===== config.mk =====
export PLATFORM = sky130hd
export DESIGN_NAME = axi_tog_slv_flat
export DESIGN_NICKNAME = d
export VERILOG_FILES = /design/src/rtl/dbg_pkg.sv /design/src/rtl/axi_intf.sv /design/src/rtl/tog_sync.sv /design/src/rtl/axi_tog_slv.sv /design/src/flat_wrapper.sv
export SDC_FILE = /design/constraint.sdc
export NUM_CORES = 1
export LEC_CHECK = 0
export ABC_AREA = 1
export CAP_MARGIN = 20
export CELL_PAD_IN_SITES_DETAIL_PLACEMENT = 1
export CELL_PAD_IN_SITES_GLOBAL_PLACEMENT = 1
export CORE_MARGIN = 8
export CORE_UTILIZATION = 31
export CTS_CLUSTER_DIAMETER = 40
export DETAILED_ROUTE_END_ITERATION = 6
export GPL_ROUTABILITY_DRIVEN = 0
export PLACE_DENSITY_LB_ADDON = 0.2
export SLEW_MARGIN = 25
export SYNTH_ARGS = -nofsm -noshare
export SYNTH_HDL_FRONTEND = slang
export SYNTH_SLANG_ARGS = --single-unit

===== constraint.sdc =====
create_clock -name rx_clk -period 2.6 [get_ports rx_clk]
set_clock_uncertainty 0.05 [all_clocks]
set_input_delay 0.39 -clock rx_clk [delete_from_list [all_inputs] [get_ports rx_clk]]
set_output_delay 0.39 -clock rx_clk [all_outputs]
set_load 0.1 [all_outputs]

===== src/rtl/dbg_pkg.sv =====
// Shared definitions for the debug toggle-handshake bridges: FSM states,
// AXI burst encodings and the burst address stepping helper.
package dbg_pkg;

  localparam int IGNORE_W_DEF = 4;

  localparam logic [1:0] BURST_FIXED = 2'b00;
  localparam logic [1:0] BURST_INCR  = 2'b01;
  localparam logic [1:0] BURST_WRAP  = 2'b10;

  typedef enum logic [2:0] {
    IDLE,
    W_DATA,
    WAIT_ACK,
    R_RESP,
    B_RESP
  } tog_slv_st_e;

  // Next beat address; size is already clamped to at most 4 bytes.
  function automatic logic [31:0] next_addr(input logic [31:0] addr,
                                            input logic [1:0]  size,
                                            input logic [7:0]  len,
                                            input logic [1:0]  burst);
    logic [31:0] step;
    logic [31:0] mask;
    step = 32'd1 << size;
    mask = (({24'd0, len} + 32'd1) << size) - 32'd1;
    case (burst)
      BURST_INCR: next_addr = addr + step;
      BURST_WRAP: next_addr = (addr & ~mask) | ((addr + step) & mask);
      default:    next_addr = addr;
    endcase
  endfunction

endpackage


===== src/rtl/axi_intf.sv =====
// 32-bit AXI bundle with 8-bit IDs (AW/W/B/AR/R only).
interface axi_intf;
  logic [7:0]  awid;
  logic [31:0] awaddr;
  logic [7:0]  awlen;
  logic [2:0]  awsize;
  logic [1:0]  awburst;
  logic [2:0]  awprot;
  logic        awvalid;
  logic        awready;
  logic [31:0] wdata;
  logic [3:0]  wstrb;
  logic        wlast;
  logic        wvalid;
  logic        wready;
  logic [7:0]  bid;
  logic [1:0]  bresp;
  logic        bvalid;
  logic        bready;
  logic [7:0]  arid;
  logic [31:0] araddr;
  logic [7:0]  arlen;
  logic [2:0]  arsize;
  logic [1:0]  arburst;
  logic [2:0]  arprot;
  logic        arvalid;
  logic        arready;
  logic [7:0]  rid;
  logic [31:0] rdata;
  logic [1:0]  rresp;
  logic        rlast;
  logic        rvalid;
  logic        rready;

  modport slave (
    input  awid, awaddr, awlen, awsize, awburst, awprot, awvalid,
    output awready,
    input  wdata, wstrb, wlast, wvalid,
    output wready,
    output bid, bresp, bvalid,
    input  bready,
    input  arid, araddr, arlen, arsize, arburst, arprot, arvalid,
    output arready,
    output rid, rdata, rresp, rlast, rvalid,
    input  rready
  );

  modport master (
    output awid, awaddr, awlen, awsize, awburst, awprot, awvalid,
    input  awready,
    output wdata, wstrb, wlast, wvalid,
    input  wready,
    input  bid, bresp, bvalid,
    output bready,
    output arid, araddr, arlen, arsize, arburst, arprot, arvalid,
    input  arready,
    input  rid, rdata, rresp, rlast, rvalid,
    output rready
  );
endinterface


===== src/rtl/tog_sync.sv =====
// Toggle synchroniser: 2 sync flops plus an edge-detect flop, with a
// post-reset window during which edges are suppressed.
module tog_sync #(
  parameter int IGNORE_W = 4
) (
  input  logic clk,
  input  logic rstn,
  input  logic tog,
  output logic tog_edge,
  output logic ignore
);

  localparam logic [IGNORE_W-1:0] ONE = {{(IGNORE_W-1){1'b0}}, 1'b1};

  logic [2:0]          sync;
  logic [IGNORE_W-1:0] ign_cnt;

  always_ff @(posedge clk or negedge rstn) begin
    if (!rstn) begin
      sync    <= '0;
      ign_cnt <= '1;
    end else begin
      sync <= {sync[1:0], tog};
      if (ign_cnt != '0) ign_cnt <= ign_cnt - ONE;
    end
  end

  assign ignore   = ign_cnt[IGNORE_W-1];
  assign tog_edge = (sync[1] ^ sync[2]) & ~ignore;

endmodule


===== src/rtl/axi_tog_slv.sv =====
// AXI slave that issues one toggle-handshake request per data beat to a
// single-outstanding remote peer and returns its answers as R/B responses.
module axi_tog_slv import dbg_pkg::*; #(
  parameter int IGNORE_W = IGNORE_W_DEF
) (
  input  logic        rx_clk,
  input  logic        rx_rstn,
  axi_intf.slave      s_axi_intf,
  output logic        req_tog,
  output logic [31:0] req_addr,
  output logic        req_write,
  output logic [31:0] req_wdata,
  output logic [3:0]  req_wstrb,
  output logic [2:0]  req_prot,
  input  logic        ack_tog,
  input  logic [31:0] ack_rdata,
  input  logic        ack_slverr
);

  tog_slv_st_e st, st_nxt;

  logic [7:0]  id, len, cnt;
  logic [1:0]  sz, burst;
  logic [31:0] addr, addr_nxt;
  logic        wr, err;
  logic        ack_edge, ignore;
  logic        aw_hs, ar_hs, w_hs, r_hs, b_hs, last, ack_hit;
  logic        rvalid_q, bvalid_q, rlast_q;
  logic [31:0] rdata_q;
  logic [1:0]  rresp_q, bresp_q;
  logic        unused;

  tog_sync #(.IGNORE_W(IGNORE_W)) u_ack_sync (
    .clk      (rx_clk),
    .rstn     (rx_rstn),
    .tog      (ack_tog),
    .tog_edge (ack_edge),
    .ignore   (ignore)
  );

  // Write address wins over read when both arrive together.
  assign s_axi_intf.awready = (st == IDLE) && !ignore;
  assign s_axi_intf.arready = (st == IDLE) && !ignore && !s_axi_intf.awvalid;
  assign s_axi_intf.wready  = (st == W_DATA);

  assign s_axi_intf.rvalid = rvalid_q;
  assign s_axi_intf.rid    = id;
  assign s_axi_intf.rdata  = rdata_q;
  assign s_axi_intf.rresp  = rresp_q;
  assign s_axi_intf.rlast  = rlast_q;
  assign s_axi_intf.bvalid = bvalid_q;
  assign s_axi_intf.bid    = id;
  assign s_axi_intf.bresp  = bresp_q;

  // Burst length comes from len alone.
  assign unused = s_axi_intf.wlast;

  assign aw_hs    = s_axi_intf.awvalid && s_axi_intf.awready;
  assign ar_hs    = s_axi_intf.arvalid && s_axi_intf.arready;
  assign w_hs     = s_axi_intf.wvalid  && s_axi_intf.wready;
  assign r_hs     = rvalid_q && s_axi_intf.rready;
  assign b_hs     = bvalid_q && s_axi_intf.bready;
  assign last     = (cnt == len);
  assign ack_hit  = (st == WAIT_ACK) && ack_edge;
  assign addr_nxt = next_addr(addr, sz, len, burst);

  always_ff @(posedge rx_clk or negedge rx_rstn) begin
    if (!rx_rstn) st <= IDLE;
    else          st <= st_nxt;
  end

  always_comb begin
    st_nxt = st;
    case (st)
      IDLE:     if (aw_hs) st_nxt = W_DATA;
                else if (ar_hs) st_nxt = WAIT_ACK;
      W_DATA:   if (w_hs) st_nxt = WAIT_ACK;
      WAIT_ACK: if (ack_edge) st_nxt = !wr ? R_RESP : (last ? B_RESP : W_DATA);
      R_RESP:   if (r_hs) st_nxt = last ? IDLE : WAIT_ACK;
      B_RESP:   if (b_hs) st_nxt = IDLE;
      default:  st_nxt = IDLE;
    endcase
  end

  always_ff @(posedge rx_clk or negedge rx_rstn) begin
    if (!rx_rstn) begin
      id        <= '0;
      len       <= '0;
      cnt       <= '0;
      sz        <= '0;
      burst     <= '0;
      addr      <= '0;
      wr        <= 1'b0;
      err       <= 1'b0;
      req_tog   <= 1'b0;
      req_addr  <= '0;
      req_write <= 1'b0;
      req_wdata <= '0;
      req_wstrb <= '0;
      req_prot  <= '0;
      rvalid_q  <= 1'b0;
      rdata_q   <= '0;
      rresp_q   <= '0;
      rlast_q   <= 1'b0;
      bvalid_q  <= 1'b0;
      bresp_q   <= '0;
    end else begin
      if (aw_hs) begin
        id       <= s_axi_intf.awid;
        addr     <= s_axi_intf.awaddr;
        len      <= s_axi_intf.awlen;
        sz       <= s_axi_intf.awsize[2] ? 2'd2 : s_axi_intf.awsize[1:0];
        burst    <= s_axi_intf.awburst;
        req_prot <= s_axi_intf.awprot;
        wr       <= 1'b1;
        cnt      <= '0;
        err      <= 1'b0;
      end
      if (ar_hs) begin
        id        <= s_axi_intf.arid;
        addr      <= s_axi_intf.araddr;
        len       <= s_axi_intf.arlen;
        sz        <= s_axi_intf.arsize[2] ? 2'd2 : s_axi_intf.arsize[1:0];
        burst     <= s_axi_intf.arburst;
        req_prot  <= s_axi_intf.arprot;
        wr        <= 1'b0;
        cnt       <= '0;
        req_addr  <= s_axi_intf.araddr;
        req_write <= 1'b0;
        req_tog   <= ~req_tog;
      end
      if (w_hs) begin
        req_addr  <= addr;
        req_wdata <= s_axi_intf.wdata;
        req_wstrb <= s_axi_intf.wstrb;
        req_write <= 1'b1;
        req_tog   <= ~req_tog;
      end
      if (ack_hit) begin
        if (wr) begin
          err <= err | ack_slverr;
          if (last) begin
            bvalid_q <= 1'b1;
            bresp_q  <= {err | ack_slverr, 1'b0};
          end else begin
            cnt  <= cnt + 8'd1;
            addr <= addr_nxt;
          end
        end else begin
          rvalid_q <= 1'b1;
          rdata_q  <= ack_rdata;
          rresp_q  <= {ack_slverr, 1'b0};
          rlast_q  <= last;
        end
      end
      // Next read beat is requested on the same edge the current one retires.
      if (r_hs) begin
        rvalid_q <= 1'b0;
        if (!last) begin
          cnt      <= cnt + 8'd1;
          addr     <= addr_nxt;
          req_addr <= addr_nxt;
          req_tog  <= ~req_tog;
        end
      end
      if (b_hs) bvalid_q <= 1'b0;
    end
  end

endmodule


===== src/flat_wrapper.sv =====
// flat-port wrapper written by rule: the top's interface ports become plain ports
module axi_tog_slv_flat import dbg_pkg::*;
#(
  parameter int IGNORE_W = IGNORE_W_DEF
)
  (rx_clk, rx_rstn, req_tog, req_addr, req_write, req_wdata, req_wstrb, req_prot, ack_tog, ack_rdata, ack_slverr, s_axi_intf_awid, s_axi_intf_awaddr, s_axi_intf_awlen, s_axi_intf_awsize, s_axi_intf_awburst, s_axi_intf_awprot, s_axi_intf_awvalid, s_axi_intf_awready, s_axi_intf_wdata, s_axi_intf_wstrb, s_axi_intf_wlast, s_axi_intf_wvalid, s_axi_intf_wready, s_axi_intf_bid, s_axi_intf_bresp, s_axi_intf_bvalid, s_axi_intf_bready, s_axi_intf_arid, s_axi_intf_araddr, s_axi_intf_arlen, s_axi_intf_arsize, s_axi_intf_arburst, s_axi_intf_arprot, s_axi_intf_arvalid, s_axi_intf_arready, s_axi_intf_rid, s_axi_intf_rdata, s_axi_intf_rresp, s_axi_intf_rlast, s_axi_intf_rvalid, s_axi_intf_rready);
  axi_intf s_axi_intf_i ();
  input  logic rx_clk;
  input  logic rx_rstn;
  output logic req_tog;
  output logic [31:0] req_addr;
  output logic req_write;
  output logic [31:0] req_wdata;
  output logic [3:0] req_wstrb;
  output logic [2:0] req_prot;
  input  logic ack_tog;
  input  logic [31:0] ack_rdata;
  input  logic ack_slverr;
  input wire logic [$bits(s_axi_intf_i.awid)-1:0] s_axi_intf_awid;
  input wire logic [$bits(s_axi_intf_i.awaddr)-1:0] s_axi_intf_awaddr;
  input wire logic [$bits(s_axi_intf_i.awlen)-1:0] s_axi_intf_awlen;
  input wire logic [$bits(s_axi_intf_i.awsize)-1:0] s_axi_intf_awsize;
  input wire logic [$bits(s_axi_intf_i.awburst)-1:0] s_axi_intf_awburst;
  input wire logic [$bits(s_axi_intf_i.awprot)-1:0] s_axi_intf_awprot;
  input wire logic [$bits(s_axi_intf_i.awvalid)-1:0] s_axi_intf_awvalid;
  output wire logic [$bits(s_axi_intf_i.awready)-1:0] s_axi_intf_awready;
  input wire logic [$bits(s_axi_intf_i.wdata)-1:0] s_axi_intf_wdata;
  input wire logic [$bits(s_axi_intf_i.wstrb)-1:0] s_axi_intf_wstrb;
  input wire logic [$bits(s_axi_intf_i.wlast)-1:0] s_axi_intf_wlast;
  input wire logic [$bits(s_axi_intf_i.wvalid)-1:0] s_axi_intf_wvalid;
  output wire logic [$bits(s_axi_intf_i.wready)-1:0] s_axi_intf_wready;
  output wire logic [$bits(s_axi_intf_i.bid)-1:0] s_axi_intf_bid;
  output wire logic [$bits(s_axi_intf_i.bresp)-1:0] s_axi_intf_bresp;
  output wire logic [$bits(s_axi_intf_i.bvalid)-1:0] s_axi_intf_bvalid;
  input wire logic [$bits(s_axi_intf_i.bready)-1:0] s_axi_intf_bready;
  input wire logic [$bits(s_axi_intf_i.arid)-1:0] s_axi_intf_arid;
  input wire logic [$bits(s_axi_intf_i.araddr)-1:0] s_axi_intf_araddr;
  input wire logic [$bits(s_axi_intf_i.arlen)-1:0] s_axi_intf_arlen;
  input wire logic [$bits(s_axi_intf_i.arsize)-1:0] s_axi_intf_arsize;
  input wire logic [$bits(s_axi_intf_i.arburst)-1:0] s_axi_intf_arburst;
  input wire logic [$bits(s_axi_intf_i.arprot)-1:0] s_axi_intf_arprot;
  input wire logic [$bits(s_axi_intf_i.arvalid)-1:0] s_axi_intf_arvalid;
  output wire logic [$bits(s_axi_intf_i.arready)-1:0] s_axi_intf_arready;
  output wire logic [$bits(s_axi_intf_i.rid)-1:0] s_axi_intf_rid;
  output wire logic [$bits(s_axi_intf_i.rdata)-1:0] s_axi_intf_rdata;
  output wire logic [$bits(s_axi_intf_i.rresp)-1:0] s_axi_intf_rresp;
  output wire logic [$bits(s_axi_intf_i.rlast)-1:0] s_axi_intf_rlast;
  output wire logic [$bits(s_axi_intf_i.rvalid)-1:0] s_axi_intf_rvalid;
  input wire logic [$bits(s_axi_intf_i.rready)-1:0] s_axi_intf_rready;
  assign s_axi_intf_i.awid = s_axi_intf_awid;
  assign s_axi_intf_i.awaddr = s_axi_intf_awaddr;
  assign s_axi_intf_i.awlen = s_axi_intf_awlen;
  assign s_axi_intf_i.awsize = s_axi_intf_awsize;
  assign s_axi_intf_i.awburst = s_axi_intf_awburst;
  assign s_axi_intf_i.awprot = s_axi_intf_awprot;
  assign s_axi_intf_i.awvalid = s_axi_intf_awvalid;
  assign s_axi_intf_awready = s_axi_intf_i.awready;
  assign s_axi_intf_i.wdata = s_axi_intf_wdata;
  assign s_axi_intf_i.wstrb = s_axi_intf_wstrb;
  assign s_axi_intf_i.wlast = s_axi_intf_wlast;
  assign s_axi_intf_i.wvalid = s_axi_intf_wvalid;
  assign s_axi_intf_wready = s_axi_intf_i.wready;
  assign s_axi_intf_bid = s_axi_intf_i.bid;
  assign s_axi_intf_bresp = s_axi_intf_i.bresp;
  assign s_axi_intf_bvalid = s_axi_intf_i.bvalid;
  assign s_axi_intf_i.bready = s_axi_intf_bready;
  assign s_axi_intf_i.arid = s_axi_intf_arid;
  assign s_axi_intf_i.araddr = s_axi_intf_araddr;
  assign s_axi_intf_i.arlen = s_axi_intf_arlen;
  assign s_axi_intf_i.arsize = s_axi_intf_arsize;
  assign s_axi_intf_i.arburst = s_axi_intf_arburst;
  assign s_axi_intf_i.arprot = s_axi_intf_arprot;
  assign s_axi_intf_i.arvalid = s_axi_intf_arvalid;
  assign s_axi_intf_arready = s_axi_intf_i.arready;
  assign s_axi_intf_rid = s_axi_intf_i.rid;
  assign s_axi_intf_rdata = s_axi_intf_i.rdata;
  assign s_axi_intf_rresp = s_axi_intf_i.rresp;
  assign s_axi_intf_rlast = s_axi_intf_i.rlast;
  assign s_axi_intf_rvalid = s_axi_intf_i.rvalid;
  assign s_axi_intf_i.rready = s_axi_intf_rready;
  axi_tog_slv #(.IGNORE_W(IGNORE_W)) u_core (.rx_clk(rx_clk), .rx_rstn(rx_rstn), .s_axi_intf(s_axi_intf_i), .req_tog(req_tog), .req_addr(req_addr), .req_write(req_write), .req_wdata(req_wdata), .req_wstrb(req_wstrb), .req_prot(req_prot), .ack_tog(ack_tog), .ack_rdata(ack_rdata), .ack_slverr(ack_slverr));
endmodule

Yosys cells after proc, flatten, opt, wreduce, memory -nomap -nowiden
Cells that the tools add are included.
{"block": "totals", "wordCells": 135, "register_bits": 182}
{"block": "op_classes", "bitwise_logic": 10, "n_mux": 59, "n_shift": 2, "reduce_logical": 23, "n_eq_ne": 13, "n_addsub": 5}
{"op": "$mux 32", "n": 11}
{"op": "$mux 8", "n": 11}
{"op": "$and 32x32->32", "n": 2}
{"op": "$pmux 32 s2", "n": 1}
{"op": "$add 32x32->32", "n": 1}
{"op": "$not 32->32", "n": 1}
{"op": "$or 32x32->32", "n": 1}
{"op": "$shl 1x2->32 const A", "n": 1}
{"op": "$shl 32x2->32", "n": 1}
{"op": "$sub 32x1->32 const B", "n": 1}
{"op": "$mux 3", "n": 10}
{"op": "$mux 1", "n": 18}
{"op": "$pmux 3 s5", "n": 1}
{"op": "$mux 2", "n": 7}
{"op": "$reduce_bool 2->1", "n": 6}
{"op": "$add 8x1->9 const B", "n": 1}
{"op": "$add 8x1->8 const B", "n": 1}
{"op": "$eq 8x8->1", "n": 1}
{"op": "$logic_and 1x1->1", "n": 8}
{"op": "$eq 3x2->1 const B", "n": 2}
{"op": "$ne 2x1->1 const B", "n": 3}
{"op": "$reduce_and 3->1", "n": 2}
{"op": "$reduce_and 5->1", "n": 1}
{"op": "$ne 2x2->1 const B", "n": 2}
{"op": "other kinds (14)", "n": 18}

Logic depth before layout (Yosys ltp)
{"block": "depth", "word_depth": 12, "mapped_depth": 18, "ltp_nobuf": 18}

Modules after synthesis
A second synthesis with hierarchy kept.
{"block": "hier_totals", "cells_unflattened": 1488, "area_unflattened_um2": 11049.3}
{"mod": "axi_tog_slv", "area_each_um2": 10750.3, "cells_per_inst": 1459, "n_inst": 1, "seq_area_each_um2": 4379.2}
{"mod": "tog_sync", "area_each_um2": 299.0, "cells_per_inst": 29, "n_inst": 1, "seq_area_each_um2": 180.2}

Least setup slack after synthesis
Ideal clock, no wire load.
{"block": "synth_timing", "kind": "reg2reg", "start": "reg u_core.st[1]", "end": "reg u_core.req_addr[6]", "arrival_time_ps": 4171, "required_ps": 2472, "path_slack_ps": -1699, "stages_incl_launch_ff": 12, "path_buffers": 2, "period_less_slack_ps": 4299, "path_cell_list": "dfrtp_1 nor2_1 nand2_1 nor3_1 nand2_1 inv_1 buf_2 buf_2 nand2_1 o211ai_1 nor2_1 a21oi_1"}
{"block": "synth_between", "elab_chain_cells": 8}
{"element": "from (decl)", "line": "axi_tog_slv.sv:20", "rtl": "tog_slv_st_e st, st_nxt;"}
{"element": "from (signal assigned)", "line": "axi_tog_slv.sv:69", "rtl": "else st <= st_nxt;"}
{"element": "$logic_not 3->1 *", "line": "axi_tog_slv.sv:43", "rtl": "assign s_axi_intf.arready = (st == IDLE) && !ignore && !s_axi_intf.awvalid;"}
{"element": "$logic_and 1x1->1 * (2 in a row)", "line": "axi_tog_slv.sv:43"}
{"element": "net s_axi_intf_arready", "line": "flat_wrapper.sv:43", "rtl": "output wire logic [$bits(s_axi_intf_i.arready)-1:0] s_axi_intf_arready;"}
{"element": "$logic_and 1x1->1 *", "line": "axi_tog_slv.sv:59", "rtl": "assign ar_hs = s_axi_intf.arvalid && s_axi_intf.arready;"}
{"element": "$mux 32 *", "line": "axi_tog_slv.sv:119", "rtl": "if (ar_hs) begin"}
{"element": "$mux 32 *", "line": "axi_tog_slv.sv:132", "rtl": "if (w_hs) begin"}
{"element": "$mux 32", "line": "axi_tog_slv.sv:159", "rtl": "if (!last) begin"}
{"element": "$mux 32 *", "line": "axi_tog_slv.sv:157", "rtl": "if (r_hs) begin"}
{"element": "to (signal assigned)", "line": "axi_tog_slv.sv:128", "rtl": "req_addr <= s_axi_intf.araddr;"}
{"element": "to (signal assigned)", "line": "axi_tog_slv.sv:133", "rtl": "req_addr <= addr;"}
{"element": "to (signal assigned)", "line": "axi_tog_slv.sv:162", "rtl": "req_addr <= addr_nxt;"}
{"element": "to (decl)", "line": "axi_tog_slv.sv:10", "rtl": "output logic [31:0] req_addr,"}
The timed path passes the listed nets; every way through them passes the cells marked *.
A chain may end at the register's enable or synchronous reset.

Worst setup path in the final report
{"block": "layout_timing", "start": "reg u_core.len[0]", "end": "reg u_core.req_addr[11]"}
{"block": "layout_between", "elab_chain_cells": 9}
{"element": "from (decl)", "line": "axi_tog_slv.sv:22", "rtl": "logic [7:0] id, len, cnt;"}
{"element": "from (signal assigned)", "line": "axi_tog_slv.sv:111", "rtl": "len <= s_axi_intf.awlen;"}
{"element": "from (signal assigned)", "line": "axi_tog_slv.sv:122", "rtl": "len <= s_axi_intf.arlen;"}
{"element": "$add 8x1->9", "line": "dbg_pkg.sv:27", "rtl": "mask = (({24'd0, len} + 32'd1) << size) - 32'd1;"}
{"element": "$shl 32x2->32", "line": "dbg_pkg.sv:27"}
{"element": "$sub 32x1->32", "line": "dbg_pkg.sv:27"}
{"element": "$not 32->32", "line": "dbg_pkg.sv:30", "rtl": "BURST_WRAP: next_addr = (addr & ~mask) | ((addr + step) & mask);"}
{"element": "$and 32x32->32", "line": "dbg_pkg.sv:30"}
{"element": "$or 32x32->32", "line": "dbg_pkg.sv:30"}
{"element": "$pmux 32 s2", "line": "dbg_pkg.sv:28", "rtl": "case (burst)"}
{"element": "$mux 32 *", "line": "axi_tog_slv.sv:159"}
{"element": "$mux 32 *", "line": "axi_tog_slv.sv:157"}
Mark *: on every way between the ends. The rest lies on a longest branch, timed or not.

==> impl_metrics.ini <==
[place]
dp_hpwl_um = 34300
numPortBuffers = 317
dpl_cell_area_um2 = 15000

[run]
max-cap-violations = 0

[clocking]
clkSinkCount = 182
clockBufferDepth = 2
clk-insertion-delay-late_ns = 0.45
root_buffer = clkbuf_16
path_clk_slew_ns = 0.08
cts_tree = yes
cts-buffers-inserted = 17
htreeDepth = 4

[sta]
slew_headroom = 0.417
final-max-slew-violation-count = 0
min_period_ns = 2.77
whs_ns = 0.312
finalHoldViolations = 0
fmax_mhz = 360
post-route-period-util = 1.07
setup_viol = 12
rsz0062_at_grt = true
fin_ws_ns = -0.175
tightest_slew_ns = 0.874
fin_tns_setup_ns = -0.532

[grt]
antenna_found_initial = 5
grt_pass1_vias = 12900
grt_pass1_wl_um = 72200
grt_use_total = 0.218
grt-ovfl-total = 0
grt_max_degree = 61

[synthesis]
ys_warn_count = 0
yosysSeqAreaShare = 0.413
async_reset_ff_frac = 1.00
synth_cell_types = 50
synth_top_flop_cell = dfrtp_1
ys_ff_latch = 182
synth_edf_count = 0
synth_area_um2 = 11000
synth_cells = 1498
avgSynthCellArea_um2 = 7.37

[worst_setup_path]
startpoint_type = flop
cp.required_ns = 2.92
rr_worst_depth = 18
worstPathCellList = ha_4 > nand2_4 > o21ai_4 > nand2_2 > nand2_2 > inv_2 > nand2_2 > nor2_2 > nand2_2 > nor2_4 > nand2_2 > nor4_4 > ha_1 > a21oi_2 > o21ai_1 > o211ai_1 > o21ai_1 > a32oi_1
slowest_stage = dfrtp_2
r2r_slack_ns = -0.17
r2r_end = u_core.req_addr[11]$_DFF_PN0_
worstPathArrival_ns = 3.10
crit_type = reg2reg
cp-endpoint = u_core.req_addr[11]$_DFF_PN0_
crit_fanout = 3
end_kind = flop
path_common_cell = nand2_2
slowest_delay_ns = 0.43
timing.rr.start = u_core.len[0]$_DFFE_PN0P_
crit_start = u_core.len[0]$_DFFE_PN0P_

[route]
antenna_left = 0
drt_iter0_drc = 539
wire_per_inst_um = 19.5
avgViaCountPerCell = 4.99
wl_um = 45900
num_vias = 11700
dr.pass1.iters = 5
drc = 0

[cells_and_area]
area_growth_pct = 50.1
drive_above_1_share = 0.285
fin_nets = 2083
final_cell_mix = 409 x nand2_1, 230 x buf_4, 187 x clkdlybuf4s50_1, 172 x dfrtp_1, 95 x inv_1
final_area_um2 = 16600
layout_commonest_cell = nand2_1

[outcome]
outcome = finished with violations
violations = negative setup slack

[floorplan]
die_w_um = 205
initial_utilization = 0.313
die_area_um2 = 41900
fp.coreArea_um2 = 35300
ios = 321
die_y_um = 205
num_rows = 69

[worst_hold_path]
hold_class = reg2reg
metal layers:
metal  share of wire  track usage  routed length, um
met1            0.43        0.267              19900
met5          0.0012            0                 54
met4           0.014       0.0573                621
met2            0.47        0.356              21800
met3           0.078       0.0805               3590
kinds of logic (layout without fill, tap and decap cells):
kind of cell / Yosys count / after routing / share of synthesized area
multiplexers: 34 / 34 / 0.0346
AND/OR/NAND/NOR: 776 / 776 / 0.299
adder cells (fa/ha/maj): 13 / 13 / 0.0154
flip-flops: 182 / 182 / 0.413
other: 1 / 3 / 0.000340
XOR/XNOR: 30 / 30 / 0.0238
AO/OA/AOI/OAI: 270 / 270 / 0.141
buffers and inverters: 192 / 585 / 0.0727
Yosys cell counts, drive strengths merged (4+ instances only):
library cell  instances  area share
inv                 110       0.037
o22ai                 9      0.0051
nand4                14      0.0079
ha                   12       0.014
nand2               479        0.17
nor3                 16      0.0083
clkbuf               47       0.016
o21ai                85       0.039
or2                  15      0.0085
nand3               123       0.058
mux2                 33       0.034
o211ai               32       0.022
buf                  32       0.018
dfrtp               178        0.40
nor2                122       0.045
a221oi                4      0.0032
a21oi               107       0.049
nor4                  5      0.0028
a22oi                23       0.016
dfstp                 4      0.0095
xor2                 28       0.022
sequential cells by signal, indices dropped and copies added (netlist names):
| signal | cells |
|---|---|
| u_core.len | 8 |
| u_core.s_axi_intf.rvalid | 1 |
| u_core.u_ack_sync.ign_cnt | 4 |
| u_core.s_axi_intf.bid | 8 |
| u_core.s_axi_intf.rlast | 1 |
| u_core.s_axi_intf.bvalid | 1 |
| u_core.cnt | 8 |
| u_core.u_ack_sync.sync | 3 |
| u_core.st | 3 |
| u_core.req_wdata | 32 |
| u_core.wr | 1 |
| u_core.req_addr | 32 |
| u_core.s_axi_intf.bresp | 1 |
| u_core.err | 1 |
| u_core.req_wstrb | 4 |
| u_core.sz | 2 |
| u_core.addr | 32 |
| u_core.req_write | 1 |
| u_core.s_axi_intf.rresp | 1 |
| u_core.req_tog | 1 |
| u_core.s_axi_intf.rdata | 32 |
| u_core.req_prot | 3 |
| u_core.burst | 2 |
worst min-delay path by stage:
stage	startpoint	endpoint	slack, ns	cells after the start
2_1_floorplan	rx_rstn	u_core.addr[0]$_DFF_PN0_	0.04	0
3_3_place_gp	u_core.u_ack_sync.sync[0]$_DFF_PN0_	u_core.u_ack_sync.sync[1]$_DFF_PN0_	0.28	0
3_5_place_dp	u_core.u_ack_sync.sync[0]$_DFF_PN0_	u_core.u_ack_sync.sync[1]$_DFF_PN0_	0.30	0
4_1_cts	ack_tog	u_core.u_ack_sync.sync[0]$_DFF_PN0_	0.30	1
5_1_grt	ack_tog	u_core.u_ack_sync.sync[0]$_DFF_PN0_	0.30	1
6_report	u_core.u_ack_sync.sync[0]$_DFF_PN0_	u_core.u_ack_sync.sync[1]$_DFF_PN0_	0.31	0
cell type report:
type	count	area [um^2]
repair buffers	441	3970
clock buffers	20	457
inverters	113	432
well taps	461	577
diodes	1	2.50
flip-flops and latches	182	4570
fillers	4267	18700
multi-input cells	1125	6450
clock inverters	11	116
worst max-delay path, delay by kind of cell (launching register included):
family / cells / cell delay, ns
fa+ha+maj: 2 / 0.55
compound gates: 6 / 0.73
simple gates: 9 / 0.87
flops: 1 / 0.43
buf+inv: 1 / 0.06
through the flow:
stage	cells	utilization	setup slack, ns
finish	2354	0.469	-0.175
global route	2354	0.469	-0.359
CTS	2347	0.453	-0.168
detailed placement	2296	0.425	-0.350
global placement	2296	0.425	-0.216
floorplan	1499	-	-0.0578
what timing repair did:
action | 4_1_cts | 5_1_grt
gates cloned | 1 | 0
gates resized for setup | 64 | 132
hold buffers | 1 | 0
pin swaps | 37 | 37
hold endpoints to repair | 51 | 0
endpoints found under the setup margin | 38 | 70
buffers inserted | 19 | 11
Power is left out: the tool's default activity adds up to more than one toggle a clock period on the data nets, which glitch-free logic cannot reach.
